### src/rtl/lc3b_types.sv
// Shared LC-3b types: datapath word, multiply/divide opcode and the
// divide-by-zero result constant.
package lc3b_types;

  typedef logic [15:0] lc3b_word;

  typedef enum logic {
    MD_MUL = 1'b0,
    MD_DIV = 1'b1
  } lc3b_mdop;

  localparam lc3b_word MD_DIV_ZERO_RESULT = 16'hFFFF;

endpackage

### src/rtl/mult_div_ctrl_lat_counter.sv
// Loadable down-counter that times the multiply/divide unit latency.
module md_lat_counter #(
  parameter int unsigned WIDTH = 4
) (
  input  logic             clk,
  input  logic             reset,
  input  logic             load,
  input  logic             clear,
  input  logic             dec,
  input  logic [WIDTH-1:0] load_val,
  output logic [WIDTH-1:0] cnt,
  output logic             is_one
);

  always_ff @(posedge clk or posedge reset) begin
    if (reset) begin
      cnt <= '0;
    end else if (clear) begin
      cnt <= '0;
    end else if (load) begin
      cnt <= load_val;
    end else if (dec && (cnt != '0)) begin
      cnt <= cnt - WIDTH'(1);
    end
  end

  assign is_one = (cnt == WIDTH'(1));

endmodule

### src/rtl/mult_div_ctrl.sv
// Sequences one MUL/DIV through the multi-cycle unit: latches operands, gates the
// unit clock-enable for its latency, captures the result and pulses done.
module mult_div_ctrl
  import lc3b_types::*;
#(
  parameter int unsigned MULT_LAT = 2,
  parameter int unsigned DIV_LAT  = 8
) (
  input  logic     clk,
  input  logic     reset,
  input  logic     req,
  input  lc3b_mdop op,
  input  lc3b_word a,
  input  lc3b_word b,
  input  logic     flush,
  input  lc3b_word unit_result,
  output logic     multi_en,
  output logic     div_en,
  output lc3b_word unit_a,
  output lc3b_word unit_b,
  output logic     stall,
  output logic     done,
  output lc3b_word result
);

  localparam int unsigned MAX_LAT = (MULT_LAT > DIV_LAT) ? MULT_LAT : DIV_LAT;
  localparam int unsigned CNT_W   = $clog2(MAX_LAT) + 1;

  typedef enum logic [1:0] {
    StIdle,
    StBusy,
    StCapture,
    StDone
  } state_e;

  state_e     state_q, state_d;
  lc3b_mdop   op_q;
  logic [CNT_W-1:0] cnt, cnt_load_val;
  logic       cnt_is_one;
  logic       cnt_load, cnt_clear, cnt_dec;
  logic       latch_ops, load_zero, capture;

  assign cnt_load_val = (op == MD_DIV) ? CNT_W'(DIV_LAT) : CNT_W'(MULT_LAT);

  md_lat_counter #(
    .WIDTH(CNT_W)
  ) u_lat_counter (
    .clk     (clk),
    .reset   (reset),
    .load    (cnt_load),
    .clear   (cnt_clear),
    .dec     (cnt_dec),
    .load_val(cnt_load_val),
    .cnt     (cnt),
    .is_one  (cnt_is_one)
  );

  always_comb begin
    state_d   = state_q;
    cnt_load  = 1'b0;
    cnt_clear = 1'b0;
    cnt_dec   = 1'b0;
    latch_ops = 1'b0;
    load_zero = 1'b0;
    capture   = 1'b0;
    multi_en  = 1'b0;
    div_en    = 1'b0;
    done      = 1'b0;

    unique case (state_q)
      StIdle: begin
        if (req && !flush) begin
          latch_ops = 1'b1;
          if (op == MD_DIV && b == '0) begin
            load_zero = 1'b1;
            state_d   = StDone;
          end else begin
            cnt_load = 1'b1;
            state_d  = StBusy;
          end
        end
      end
      StBusy: begin
        multi_en = (op_q == MD_MUL);
        div_en   = (op_q == MD_DIV);
        cnt_dec  = 1'b1;
        if (cnt_is_one) state_d = StCapture;
      end
      StCapture: begin
        capture = 1'b1;
        state_d = StDone;
      end
      StDone: begin
        done    = 1'b1;
        state_d = StIdle;
      end
      default: state_d = StIdle;
    endcase

    // Flush aborts in any state; the aborted op never writes result.
    if (flush) begin
      state_d   = StIdle;
      cnt_clear = 1'b1;
      cnt_load  = 1'b0;
      capture   = 1'b0;
      load_zero = 1'b0;
    end
  end

  assign stall = req && (state_q != StDone);

  always_ff @(posedge clk or posedge reset) begin
    if (reset) begin
      state_q <= StIdle;
      op_q    <= MD_MUL;
      unit_a  <= '0;
      unit_b  <= '0;
      result  <= '0;
    end else begin
      state_q <= state_d;
      if (latch_ops) begin
        op_q   <= op;
        unit_a <= a;
        unit_b <= b;
      end
      if (load_zero) begin
        result <= MD_DIV_ZERO_RESULT;
      end else if (capture) begin
        result <= unit_result;
      end
    end
  end

endmodule
### config.mk
export PLATFORM = sky130hd
export DESIGN_NAME = mult_div_ctrl
export DESIGN_NICKNAME = d
export VERILOG_FILES = /design/src/rtl/lc3b_types.sv /design/src/rtl/mult_div_ctrl_lat_counter.sv /design/src/rtl/mult_div_ctrl.sv
export SDC_FILE = /design/constraint.sdc
export NUM_CORES = 1
export LEC_CHECK = 0
export CAP_MARGIN = 30
export CORE_ASPECT_RATIO = 2
export CORE_MARGIN = 2
export CORE_UTILIZATION = 47
export CTS_BUF_LIST = sky130_fd_sc_hd__clkbuf_4
export DETAILED_ROUTE_END_ITERATION = 8
export PLACE_DENSITY = 0.93
export SYNTH_ARGS = -nofsm -noshare
export SYNTH_HDL_FRONTEND = slang
export SYNTH_SLANG_ARGS = --single-unit
export TNS_END_PERCENT = 50
### constraint.sdc
create_clock -name clk -period 3.5 [get_ports clk]
set_input_delay 0.525 -clock clk [delete_from_list [all_inputs] [get_ports clk]]
set_output_delay 0.525 -clock clk [all_outputs]
set_load 0.05 [all_outputs]
# Word-level counts from Yosys, hierarchy flattened

Cells that the tools add are included.

Output and inout bits: 52
Logic and storage cells: 54
Flip-flop bits (word level): 55

Equality and inequality tests: 7
Bitwise gates (word level): 1
Reductions and logical operators: 11
$add $sub $neg: 1
Muxes and demuxes: 28

Operator list:

| cell                | number |
|---|---|
| $mux 16             | 2 |
| $mux 1              | 17 |
| $logic_not 16->1    | 1 |
| $mux 4              | 4 |
| $mux 2              | 4 |
| $pmux 2 s4          | 1 |
| $ne 3x3->1 const B  | 2 |
| $eq 2x2->1 const B  | 2 |
| $eq 4x1->1 const B  | 1 |
| $logic_and 1x1->1   | 4 |
| $reduce_bool 4->1   | 1 |
| $sub 4x1->4 const B | 1 |
| $reduce_bool 3->1   | 1 |
| $eq 2x1->1 const B  | 1 |
| $logic_not 2->1     | 1 |
| $ne 2x2->1 const B  | 1 |
| $reduce_and 2->1    | 1 |
| $reduce_bool 2->1   | 1 |
| $logic_not 1->1     | 1 |
| $not 1->1           | 1 |

# Logic depth before layout (Yosys ltp)

Gate-level depths: netlist of run 1.

Depth in word-level cells: 8
Depth in mapped cells: 7

# By module

Synthesis of run 1 repeated with hierarchy kept, for this count alone.

Cell total of the unflattened synthesis: 205
Area total of the unflattened synthesis: 2448.6 um^2

By module, submodules not included:

| module         | area an instance (um^2) | sequential area each (um^2) | cells each | instances |
|---|---|---|---|---|
| mult_div_ctrl  | 2118.3                  | 1276.2                      | 172        | 1 |
| md_lat_counter | 330.3                   | 100.1                       | 33         | 1 |

# Least setup slack after synthesis of run 1

No wires, ideal clock.

Kind: reg2out
Start: reg state_q[0]
End: out stall
Path buffers: 0
Arrival: 1.559 ns
Cell stages (with the launch flop): 3
Path slack: 1.416 ns
Cell sequence: dfrtp_1 > ha_1 > nor2b_1

Word-level cells in the longest chain between the ends: 2

RTL lines:

| what                     | RTL line             | text |
|---|---|---|
| start: declaration       | mult_div_ctrl.sv:36  | `state_e state_q, state_d;` |
| start signal: assignment | mult_div_ctrl.sv:114 | `state_q <= StIdle;` |
| start signal: assignment | mult_div_ctrl.sv:120 | `state_q <= state_d;` |
| $ne 2x2->1               | mult_div_ctrl.sv:110 | `assign stall = req && (state_q != StDone);` |
| $logic_and 1x1->1        | mult_div_ctrl.sv:110 |  |
| end: declaration         | mult_div_ctrl.sv:21  | `output logic stall,` |

Every way passes these cells.

# Worst setup path in the final report of run 1

Start: reg state_q[1]
End: out multi_en

Word-level cells in the longest chain between the ends: 2

RTL lines:

| what             | RTL line            | text |
|---|---|---|
| $eq 2x1->1       | mult_div_ctrl.sv:70 | `unique case (state_q)` |
| $mux 1           | mult_div_ctrl.sv:70 |  |
| end: declaration | mult_div_ctrl.sv:17 | `output logic multi_en,` |

Every way passes these cells.

==> run_results.csv, run 1 <==
group,metric,value,unit
clock_network,clk_latency,0.37,ns
logic_synthesis,synth_cells,187,
logic_synthesis,synth_edf_count,0,
clock_network,clockRootBuffer,"clkbuf_4",
timing,whs,0.426,ns
clock_network,cts_buffers,5,
drt,wl_per_cell,14.9,µm
floorplanning,io_pins,105,
clock_network,post_cts_buffers,0,
drt,drt_drc_violations_left,0,
pwr,p_clk_frac,0.107,
clock_network,cts-resized-gates,0,
setup_path,cp.required,2.97,ns
logic_synthesis,yosysWarnings,0,
place,gp_congestion,0.782,
logic_synthesis,ys_ff_latch,55,
pwr,p_leak,0.00164,µW
setup_path,rr_startpoint,"state_q[0]$_DFFE_PP0P_",
pwr,p_sw_frac,0.477,
final_layout,seq_area,1380,µm²
pwr,netSwitchingPower,1830,µW
logic_synthesis,synth_cell_types,32,
place,numPortBuffers,104,
floorplanning,die_x,54.7,µm
grt,grt_remaining_overflow,0,
setup_path,crit_path_start,"state_q[1]$_DFFE_PP0P_",
clock_network,cts_tree,"done",
floorplanning,coreArea,5050,µm²
clock_network,clock-sinks,55,
floorplanning,start_util,0.479,
clock_network,cts_hold_buf,0,
final_layout,areaGrowthSynthToFinish,49.7,%
setup_path,slowest_stage,"clkdlybuf4s50_1",
timing,slew_viol_final,0,
logic_synthesis,ys_seq_area_frac,0.570,
grt,use_met3,0.0765,
drt,firstDrtPassIters,4,
timing,slew_headroom,0.645,
setup_path,critPathKind,"flop to primary output",
run,cap_violations,0,
final_layout,layout-drive-gt1-share,0.167,
setup_path,cpLargestDelayFamily,"buffers and inverters",
logic_synthesis,synth_area_leaders,"dfrtp_1 (57%), mux2_2 (15%), mux2i_1 (6.6%)",
place,place_hpwl,4170,µm
setup_path,end_kind,"primary output",
drt,drt_iter0_markers,12,
setup_path,worst-path-buf-inv,2,
timing,fin_ws,0.952,ns
logic_synthesis,syn_area,2410,µm²
pwr,p_int,2010,µW
pwr,power.density,1060,nW/µm²
timing,skew,0.00403,ns
place,dp_slack,0.957,ns
status,status,"finished, final reports clean",
grt,grtUsageTotal,0.198,
logic_synthesis,synth.avg_cell_area,12.9,µm²
grt,first_global_vias,1885,
logic_synthesis,syn_nets,247,
clock_network,h-tree-depth,2,
final_layout,n_fill_cell,353,
pwr,power_frac_comb,0.600,
logic_synthesis,netlist.area_leader.share,0.570,
timing,max_freq,0.392,GHz
grt,grt_pass1_wl,8400,µm
logic_synthesis,yosysTopAreaCell,"dfrtp_1",
logic_synthesis,synth.most_common_cell,"dfrtp_1",
place,place_area,3510,µm²
floorplanning,rows,37,
timing,tns,0,ns
drt,final_antenna_net_count,0,
pwr,seqPwrFrac,0.292,
timing,setup_viol_count_final,0,
logic_synthesis,synth_flop_cell,"dfrtp_1",
worst_hold_path,hold_path_class,"input pin to async pin",
drt,wirelength,5240,µm
setup_path,cp_cell_sequence,"inv_1, ha_1, nor2b_1, clkdlybuf4s50_1",
clock_network,clockBufferDepth,2,
setup_path,crit_path_max_fanout,4,
timing,finalCritPeriodShare,0.728,
drt,num_vias,1817,
timing,fin_crit,2.55,ns
grt,grt.busiest_layer,"met2",
grt,grt_max_degree,39,
logic_synthesis,synthArstFlopShare,1.00,
floorplanning,dieArea,5760,µm²
floorplanning,chipHeight,105,µm
logic_synthesis,synth_commonest_cells,"dfrtp_1 (55), mux2_2 (32), nand2_1 (22), mux2i_1 (16), nor2_1 (9)",
final_layout,antenna_cells,0,
drt,via_per_inst,5.16,
timing,rsz0062_at_grt,"no",
grt,grt_util_met1,0.245,
grt,gr-usage-met2,0.310,
final_layout,fin_nets,353,
clock_network,clk_pin_slew,0.15,ns
setup_path,cpPeakStageDelay,0.80,ns
setup_path,crit_arrival,2.02,ns
final_layout,fin_util,0.716,
pwr,max-vdd-ir-drop,816,µV
grt,antenna_found_initial,0,
final_layout,multi_input_area,958,µm²
setup_path,startpoint_type,"flop",
final_layout,final_area,3610,µm²
timing,tightest_slew,0.530,ns
timing,hold_viol,0,
[cells by family (layout without fill, tap and decap cells)]
family                   count (synthesis)  after routing  share of synthesized area
multiplexers                            48             48                      0.216
AND/OR/NAND/NOR                         50             50                      0.102
adder cells (fa/ha/maj)                  7              7                     0.0363
AO/OA/AOI/OAI                           11             11                     0.0363
buffers and inverters                   14            121                     0.0332
flip-flops                              55             55                      0.570
XOR/XNOR                                 2              2                    0.00726
[placed cells by master (no fill, tap or decap), types with 2 or more instances in the layout]
| cell | n |
|---|---|
| mux2i_1 | 16 |
| bufinv_16 | 2 |
| nor2_1 | 9 |
| clkdlybuf4s50_1 | 104 |
| nor4_1 | 2 |
| dfrtp_1 | 55 |
| buf_4 | 3 |
| a21oi_1 | 2 |
| inv_1 | 4 |
| ha_1 | 7 |
| mux2_2 | 32 |
| nor2b_1 | 5 |
| nand2_1 | 22 |
| clkbuf_4 | 5 |
| nand2b_1 | 2 |
| nor3_1 | 4 |
[power by group through the flow]
stage                     Clock [µW]  Combinational [µW]  Sequential [µW]
after floorplan                    0                 532             2120
after global placement             0                2260             1120
after detailed placement           0                2320             1140
after CTS                        424                2330             1130
after global routing             457                2430             1160
final                            413                2310             1120
[routing by layer]
layer | up-vias | routed length (µm)
li1 | 848 | -
met1 | 868 | 2020
met2 | 96 | 2600
met3 | 5 | 556
met4 | 0 | 62
met5 | - | 0
[flip-flops by register name, summed over array words and instances, names as in the netlist]
| name | flops |
|---|---|
| op_q | 1 |
| result | 16 |
| state_q | 2 |
| u_lat_counter.cnt | 4 |
| unit_a | 16 |
| unit_b | 16 |
[cell type report]
| class | count | area share |
|---|---|---|
| Clock buffer | 5 | 0.0104 |
| Clock inverter | 3 | 0.0187 |
| Inverter | 5 | 0.00519 |
| Multi-Input combinational cell | 118 | 0.265 |
| Sequential cell | 55 | 0.381 |
| Tap cell | 58 | 0.0201 |
| Timing Repair Buffer | 108 | 0.300 |
[path summary, 6_finish.rpt]
kind | to | cells past startpoint | slack (ns)
min | result[5]$_DFFE_PP0P_ | 2 | 0.43
min in group clk | result[10]$_DFFE_PP0P_ | 2 | 0.52
max in group asynchronous | unit_b[13]$_DFFE_PP0P_ | 3 | 2.55
max reg2reg | result[1]$_DFFE_PP0P_ | 5 | 1.41
max | multi_en | 4 | 0.95
min reg2reg | result[10]$_DFFE_PP0P_ | 2 | 0.52
[metrics by stage]
| stage | power (µW) | instances |
|---|---|---|
| 2_1_floorplan | 2650 | 187 |
| 3_3_place_gp | 3380 | 343 |
| 3_5_place_dp | 3450 | 344 |
| 4_1_cts | 3880 | 352 |
| 5_1_grt | 4040 | 352 |
| 6_report | 3850 | 352 |
[worst register-to-register path: stages (launching register included)]
cell,delay [ns]
dfrtp_1,0.45
inv_1,0.11
ha_1,0.24
nand3b_1,0.37
or3_1,0.71
nand2_1,0.16
No activity file was read; power rests on OpenSTA's default activity.
==> run 2, diff against run 1 <==
- CORE_UTILIZATION: 47 -> 39
- PLACE_DENSITY: 0.93 -> 0.83
- clock period: 3.5 -> 2.2 ns (I/O delays scaled with it)
==> run_results.csv, run 2 (synthesis results as in run 1) <==
group,metric,value,unit
setup_path,crit_path_max_fanout,2,
final_layout,fin_nets,355,
clock_network,post_cts_buffers,0,
drt,via_per_inst,4.99,
timing,setup_viol_count_final,0,
floorplanning,io_pins,105,
clock_network,h-tree-depth,2,
drt,drt_drc_violations_left,0,
place,numPortBuffers,104,
place,place_area,3520,µm²
pwr,seqPwrFrac,0.304,
setup_path,cpPeakStageDelay,0.84,ns
grt,grt_max_degree,56,
floorplanning,start_util,0.402,
setup_path,cp.required,1.87,ns
floorplanning,rows,40,
timing,skew,0.00831,ns
floorplanning,dieArea,6880,µm²
setup_path,critPathKind,"flop to primary output",
clock_network,clk_latency,0.38,ns
timing,tns,0,ns
drt,firstDrtPassIters,4,
pwr,p_clk_frac,0.071,
setup_path,crit_path_start,"unit_b[0]$_DFFE_PP0P_",
final_layout,final_area,3570,µm²
pwr,p_leak,0.00165,µW
place,gp_congestion,0.825,
pwr,max-vdd-ir-drop,774,µV
setup_path,end_kind,"primary output",
status,status,"finished, final reports clean",
clock_network,clk_pin_slew,0.15,ns
clock_network,clock-sinks,55,
worst_hold_path,hold_path_class,"input pin to async pin",
grt,antenna_found_initial,1,
timing,finalCritPeriodShare,0.876,
grt,first_global_vias,1971,
grt,grt_remaining_overflow,0,
timing,max_freq,0.519,GHz
pwr,power_frac_comb,0.625,
pwr,fin_total_pwr,5850,µW
clock_network,cts_buffers,5,
pwr,p_sw_frac,0.494,
setup_path,cpLargestDelayFamily,"buffers and inverters",
pwr,power.density,1640,nW/µm²
setup_path,reg2reg_depth,5,
grt,grtUsageTotal,0.185,
timing,tightest_slew,0.549,ns
final_layout,largestRegisters,"result x16, unit_a x16, unit_b x16",
final_layout,layout_commonest_cell,"clkdlybuf4s50_1",
setup_path,rr_startpoint,"state_q[0]$_DFFE_PP0P_",
final_layout,fin_util,0.595,
setup_path,startpoint_type,"flop",
timing,slew_viol_final,0,
drt,drt_iter0_markers,58,
drt,num_vias,1788,
setup_path,cp.depth,1,
drt,wirelength,5730,µm
run,cap_violations,0,
timing,hold_viol,0,
floorplanning,chipHeight,115,µm
clock_network,cts_tree,"done",
setup_path,crit_path_end,"unit_b[0]",
final_layout,mostFrequentLayoutCells,"clkdlybuf4s50_1 (100), dfrtp_1 (55), mux2_2 (32)",
floorplanning,die_x,59.6,µm
pwr,netSwitchingPower,2890,µW
final_layout,areaGrowthSynthToFinish,48.0,%
setup_path,crit_arrival,1.60,ns
clock_network,clockRootBuffer,"clkbuf_4",
setup_path,cp_cell_sequence,"clkdlybuf4s50_1",
timing,slew_headroom,0.633,
place,place_hpwl,4450,µm
floorplanning,coreArea,6010,µm²
setup_path,reg2reg_to,"result[12]$_DFFE_PP0P_",
clock_network,cts_hold_buf,0,
clock_network,clockBufferDepth,2,
setup_path,reg2reg_slack,0.33,ns
grt,grt_pass1_wl,9450,µm
timing,rsz0062_at_grt,"no",
timing,fin_crit,1.93,ns
final_layout,layout-drive-gt1-share,0.177,
pwr,p_int,2960,µW
setup_path,slowest_stage,"clkdlybuf4s50_1",
setup_path,worst-path-buf-inv,1,
drt,wl_per_cell,16.0,µm
drt,final_antenna_net_count,0,
run 2: power by group through the flow:
stage,registers [µW],clock network [µW],logic [µW]
CTS,1790,439,3690
global placement,1780,0,3640
floorplan,3370,0,847
global route,1850,470,3840
finish,1780,416,3650
detailed placement,1810,0,3680
run 2: per-layer routing:
layer  part of all wire  GRT usage  up-vias
li1                   -          -      855
met1               0.36      0.204      868
met2               0.58      0.332       56
met3              0.037     0.0326        9
met4              0.026     0.0815        0
met5                  0          0        -
run 2: area by class of cell:
cell class	count	area, µm²
antenna	1	2.50
clock buffer	5	37.5
clock inverter	1	7.51
fill	528	2430
inverter	5	18.8
multi-input combinational	118	958
sequential	55	1380
tap	63	78.8
timing repair buffer	110	1090
run 2: worst min path at each step:
stage / endpoint / start / cells past startpoint / slack, ns
2_1_floorplan: result[15]$_DFFE_PP0P_ / unit_result[15] / 2 / 0.45
3_3_place_gp: result[9]$_DFFE_PP0P_ / result[9]$_DFFE_PP0P_ / 2 / 0.48
3_5_place_dp: result[7]$_DFFE_PP0P_ / result[7]$_DFFE_PP0P_ / 2 / 0.49
4_1_cts: result[7]$_DFFE_PP0P_ / reset / 3 / 0.30
5_1_grt: unit_b[2]$_DFFE_PP0P_ / reset / 3 / 0.33
6_report: result[8]$_DFFE_PP0P_ / reset / 3 / 0.30
run 2: through the flow:
stage	hold slack, ns	instances	worst slack, ns
after floorplan	0.453	187	0.311
after global placement	0.483	351	0.0430
after detailed placement	0.485	351	-0.0105
after CTS	0.302	357	0.0467
after global routing	0.328	358	0.162
final	0.300	358	0.273
run 2: what timing repair did:
action                                 4_1_cts  5_1_grt
resized for setup                            0        1
setup endpoints to repair                    0        1
endpoints found under the hold margin        0        0
